--- src/rtl/gray_counter.sv ---
// Up/down modulo-2^WIDTH counter presenting the binary count and its Gray code
// from the same register edge, plus a one-cycle wrap pulse on modulo rollover.
module gray_counter #(
    parameter int unsigned      WIDTH = 4,
    parameter logic [WIDTH-1:0] INIT  = '0
) (
    input  logic             clk,
    input  logic             rst,
    input  logic             en,
    input  logic             up,
    input  logic             load,
    input  logic [WIDTH-1:0] load_val,
    output logic [WIDTH-1:0] bin_out,
    output logic [WIDTH-1:0] gray_out,
    output logic             wrap
);

    function automatic logic [WIDTH-1:0] bin2gray(input logic [WIDTH-1:0] b);
        return b ^ (b >> 1);
    endfunction

    localparam logic [WIDTH-1:0] ONE       = {{(WIDTH-1){1'b0}}, 1'b1};
    localparam logic [WIDTH-1:0] ALL_ONES  = {WIDTH{1'b1}};
    localparam logic [WIDTH-1:0] ZERO      = {WIDTH{1'b0}};
    localparam logic [WIDTH-1:0] GRAY_INIT = INIT ^ (INIT >> 1);

    logic [WIDTH-1:0] bin_q, bin_d;
    logic [WIDTH-1:0] gray_q, gray_d;
    logic             wrap_q, wrap_d;

    // Gray is derived from the next binary value so both outputs share one edge.
    always_comb begin
        bin_d  = bin_q;
        wrap_d = 1'b0;
        if (load) begin
            bin_d = load_val;
        end else if (en) begin
            if (up) begin
                bin_d  = bin_q + ONE;
                wrap_d = (bin_q == ALL_ONES);
            end else begin
                bin_d  = bin_q - ONE;
                wrap_d = (bin_q == ZERO);
            end
        end
        gray_d = bin2gray(bin_d);
    end

    always_ff @(posedge clk or posedge rst) begin
        if (rst) begin
            bin_q  <= INIT;
            gray_q <= GRAY_INIT;
            wrap_q <= 1'b0;
        end else begin
            bin_q  <= bin_d;
            gray_q <= gray_d;
            wrap_q <= wrap_d;
        end
    end

    assign bin_out  = bin_q;
    assign gray_out = gray_q;
    assign wrap     = wrap_q;

endmodule

--- config.mk ---
export PLATFORM = sky130hd
export DESIGN_NAME = gray_counter
export DESIGN_NICKNAME = d
export VERILOG_FILES = /design/src/rtl/gray_counter.sv
export SDC_FILE = /design/constraint.sdc
export NUM_CORES = 1
export LEC_CHECK = 0
export ABC_AREA = 0
export BUFFER_PORTS_ARGS = -buffer_cell sky130_fd_sc_hd__buf_4
export CAP_MARGIN = 20
export CORE_AREA = 2 2 39 41
export CTS_CLUSTER_SIZE = 20
export DETAILED_ROUTE_END_ITERATION = 7
export DIE_AREA = 0 0 41 43
export GPL_TIMING_DRIVEN = 0
export PLACE_DENSITY_LB_ADDON = 0.3
export SLEW_MARGIN = 20
export SYNTH_ARGS = -nofsm -noshare
export SYNTH_HDL_FRONTEND = slang
export SYNTH_SLANG_ARGS = --single-unit
--- constraint.sdc ---
create_clock -name clk -period 2.1 [get_ports clk]
set_input_delay 0 -clock clk [delete_from_list [all_inputs] [get_ports clk]]
set_output_delay 0 -clock clk [all_outputs]
set_load 0.03 [all_outputs]
Yosys cells after proc, flatten, opt, wreduce, memory -nomap -nowiden
Cells that the tools add are included.
{"block": "word_totals", "n_memories": 0, "latch_bits": 0, "elab_cells": 14, "ram_bits": 0, "romBits": 0, "register_bits": 9, "output_inout_bits": 9, "in_bits": 9}
{"block": "op_classes", "muxes": 6, "bitwise": 1, "n_addsub": 2, "magnitude_cmp": 0, "shift": 0, "eq_ne": 1, "reduce_logical": 1, "n_div": 0, "n_mul": 0}
{"operator": "$mux 4", "count": 3}
{"operator": "$add 4x1->4 const B", "count": 1}
{"operator": "$eq 4x4->1 const B", "count": 1}
{"operator": "$logic_not 4->1", "count": 1}
{"operator": "$sub 4x1->4 const B", "count": 1}
{"operator": "$xor 4x3->4", "count": 1}
{"operator": "$mux 1", "count": 3}

Longest topological paths before layout
{"block": "depth", "depth_word": 5, "mapped_depth": 6, "ltp_nobuf": 6}

Worst setup path before layout
No wires, ideal clock.
{"block": "synth_path", "path_type": "register to register", "from": "reg bin_q[2] (netlist: bin_out[2])", "to": "reg gray_q[2] (netlist: gray_out[2])", "period_less_slack_ps": 1768, "setup_time_ps": 132, "stages_incl_launch_ff": 6, "path_slack_ps": 332, "required_time_ps": 1968, "path_buffers": 0, "t_arrival_ps": 1636, "path_cell_list": "dfrtp_1 -> ha_1 -> nand3_1 -> and4b_1 -> or3_4 -> xor2_1"}
{"block": "synth_between", "elab_chain_len": 5, "elab_cells_between_ends": 6, "cone_classes": "add/sub: 2; mux: 3; bitwise: 1"}
{"element": "from (decl)", "line_no": "27", "rtl": "logic [WIDTH-1:0] bin_q, bin_d;"}
{"element": "from (signal assigned)", "line_no": "55", "rtl": "bin_q <= bin_d;"}
{"element": "$sub 4x1->4 / $add 4x1->4 (equally long branches)", "line_no": "42, 39"}
{"element": "$mux 4 *", "line_no": "38", "rtl": "if (up) begin"}
{"element": "$mux 4 *", "line_no": "37", "rtl": "end else if (en) begin"}
{"element": "$mux 4 *", "line_no": "35", "rtl": "if (load) begin"}
{"element": "via bin_d[3]", "line_no": "27"}
{"element": "$xor 4x3->4 *", "line_no": "19", "rtl": "return b ^ (b >> 1);"}
{"element": "via gray_d[2]", "line_no": "28", "rtl": "logic [WIDTH-1:0] gray_q, gray_d;"}
{"element": "to (signal assigned)", "line_no": "56", "rtl": "gray_q <= gray_d;"}
{"element": "to (decl)", "line_no": "28"}
The timed path passes the listed nets; every way through them passes the cells marked *.

Worst setup path in the final report
Same ends and word-level chain as after synthesis.

==> results_dict.tcl <==
set metrics [dict create \
    outcome "completed" \
    wire_per_inst_um 11.9 \
    die_width_um 41 \
    worst-slew-pin-transition_ns 0.313 \
    number_of_antenna_violations_at_the_first_check_in_global_routing 0 \
    num_antenna_cells 0 \
    layout_commonest_cell "buf_4" \
    setup-violations-final 0 \
    area_delta_synth_final_pct 37.8 \
    ys_seq_area_share_pct 43.8 \
    crit_type "reg2reg" \
    cp_slowest_stage_delay_ns 0.42 \
    final-max-slew-violation-count 0 \
    design.portCount 18 \
    clock.fmax_mhz 587 \
    drt_drc_violations_left 0 \
    maximum_level_of_the_cts_h_tree 1 \
    crit_path_start_kind "flip-flop" \
    min_path_type "in2reg" \
    busiest_layer "met2" \
    cts_buffers 3 \
    layout-drive-gt1-share_pct 34.9 \
    vias_in_the_first_global_route 356 \
    critical-path-top-delay-family "flip-flops" \
    fin_util_pct 45.5 \
    critical_path_buf_inv_count 0 \
    synth_nets 55 \
    grt_start_max_net_pins 10 \
    rsz0062_at_grt "no" \
    place_congestion 0.685 \
    timing.final.crit_share_pct 81.1 \
    cts.repair_timing.setup_buffer_count 0 \
    global_route.usage.met3_pct 3.14 \
    period_needed_ns 1.70 \
    insertion_delay_ns 0.24 \
    synthesis.area_sq_um 457 \
    grt.overflow.total 0 \
    rows 14 \
    clock_transition_at_the_registers_of_the_reported_paths_ns 0.05 \
    worst_setup_ep_type "flip-flop" \
    drt-pass1-iter-count 4 \
    ant_nets 0 \
    clock_sink_count 8 \
    port_buffers 16 \
    ctsRootBufferMaster "clkbuf_4" \
    crit_path_cell_trace "ha_1 -> a21oi_1 -> a211oi_1 -> or3_4 -> xor2_1" \
    max-clock-path-buffers 2 \
    global_route.usage.total_pct 12.7 \
    worst_clock_skew_ns 0.00200 \
    worst-endpoint-required_ns 2.22 \
    critical_path_arrival_ns 1.82 \
    avgSynthCellArea_sq_um 10.6 \
    slew_headroom_pct 79.0 \
    met1_track_usage_gr_pct 14.2 \
    multi_input_area_sq_um 230 \
    slowest_stage "dfrtp_1" \
    leakage_power_of_the_design_nw 0.316 \
    wirelength_um 940 \
    synth-seq-cells 8 \
    finish.net_count 77 \
    register_area_sq_um 200 \
    vdd.ir_drop.worst_mv 0.326 \
    number_of_distinct_standard_cells_referenced_by_the_synthesized_netlist 22 \
    initial_utilization_pct 33.0 \
    yosys_warnings 0 \
    globalRouteMet2Util_pct 20.3 \
    hold_violations 0 \
    pwrdens_mw_per_mm2 890 \
    n_fill_cell 138 \
    design_power_total_uw 560 \
    max_fo_critical_path 5 \
    core_area_sq_mm 0.00138 \
    layout.cells.most_common_list "18 x buf_4, 8 x dfrtp_1, 4 x nor2_1, 4 x xnor2_1" \
    route.vias.total 390 \
    floorplan.die_area_sq_mm 0.00176 \
    route.detailed.vias_per_inst 4.94 \
    global_route_wire_length_before_repair_mm 1.44 \
    drt_first_iter_violations 16 \
    synth_cells 43 \
    setup_total_negative_slack_ns 0 \
    tritoncts "done" \
    floorplan.die.height_um 43 \
    cap_violations 0 \
]
[area by class of cell]
class / instances / area share (%)
Buffer: 2 / 2.39
Timing Repair Buffer: 17 / 20.7
Tap cell: 16 / 3.18
Clock buffer: 3 / 3.58
Inverter: 3 / 1.79
Sequential cell: 8 / 31.8
Multi-Input combinational cell: 30 / 36.6
[sequential cells by signal, indices dropped and copies added (netlist names)]
register  cells
gray_out      3
bin_out       4
wrap          1
[cells by family after synthesis]
family,share of synthesized area (%)
AOI/OAI and AO/OA,9.31
buffers and inverters,5.75
DFF,43.8
muxes,4.38
adders and majority gates,9.86
and+or+nand+nor,15.3
xor gates and xnor gates,11.5
[cell usage after synthesis]
| master | instances | share of area, % |
|---|---|---|
| a211oi_1 | 1 | 1.6 |
| a21oi_1 | 2 | 2.2 |
| a22o_1 | 1 | 1.9 |
| a31oi_1 | 1 | 1.4 |
| and3_1 | 1 | 1.4 |
| and4b_1 | 1 | 2.2 |
| buf_4 | 2 | 3.3 |
| dfrtp_1 | 8 | 44 |
| fa_1 | 1 | 4.4 |
| ha_1 | 2 | 5.5 |
| inv_1 | 3 | 2.5 |
| mux2i_1 | 2 | 4.4 |
| nand2_1 | 2 | 1.6 |
| nand3_1 | 1 | 1.1 |
| nor2_1 | 4 | 3.3 |
| o21ai_0 | 1 | 1.1 |
| o21ai_1 | 1 | 1.1 |
| or2b_1 | 1 | 1.6 |
| or3_4 | 1 | 2.5 |
| or4_1 | 1 | 1.6 |
| xnor2_1 | 4 | 7.7 |
| xor2_1 | 2 | 3.8 |
[metal layers]
metal	part of all wire, %	wire length, um	vias to the layer above
li1	-	-	189
met1	38	359	178
met2	51	484	21
met5	0	0	-
met4	1.5	14	0
met3	8.6	81	2
[worst paths after layout]
path	startpoint	endpoint	slack, ns	depth (start not counted)
setup / recovery	bin_out[2]	gray_out[2]	0.40	5
hold / removal	load_val[1]	bin_out[1]	0.03	3
setup reg to reg	bin_out[2]	gray_out[2]	0.40	5
hold reg to reg	bin_out[3]	wrap	0.69	2
max in group asynchronous	rst	gray_out[0]	1.62	3
min in group asynchronous	rst	gray_out[2]	0.25	3
[worst register-to-register path: stages, from the launching register on]
cell and delay [ns]:
dfrtp_1 0.42, ha_1 0.33, a21oi_1 0.19, a211oi_1 0.09, or3_4 0.40, xor2_1 0.15
[power breakdown]
group          switching, mW  internal (mW)
clock                 0.0479         0.0651
sequential            0.0250          0.185
combinational          0.135          0.103
total                  0.208          0.352
[metrics by stage]
stage          cells  setup slack [ns]  cell area [sq um]  hold WS, ns
3_5_place_dp      75             0.395                597      -0.0324
3_3_place_gp      75             0.406                597      -0.0434
5_1_grt           79             0.304                629       0.0432
4_1_cts           79             0.385                629       0.0300
2_1_floorplan     43             0.332                457       -0.184
6_report          79             0.397                629       0.0298
[what timing repair did]
item,in CTS,in global routing
hold endpoints to repair,8,0
resized for setup,0,0
hold buffers,1,0
No activity file was read; power rests on OpenSTA's default activity.
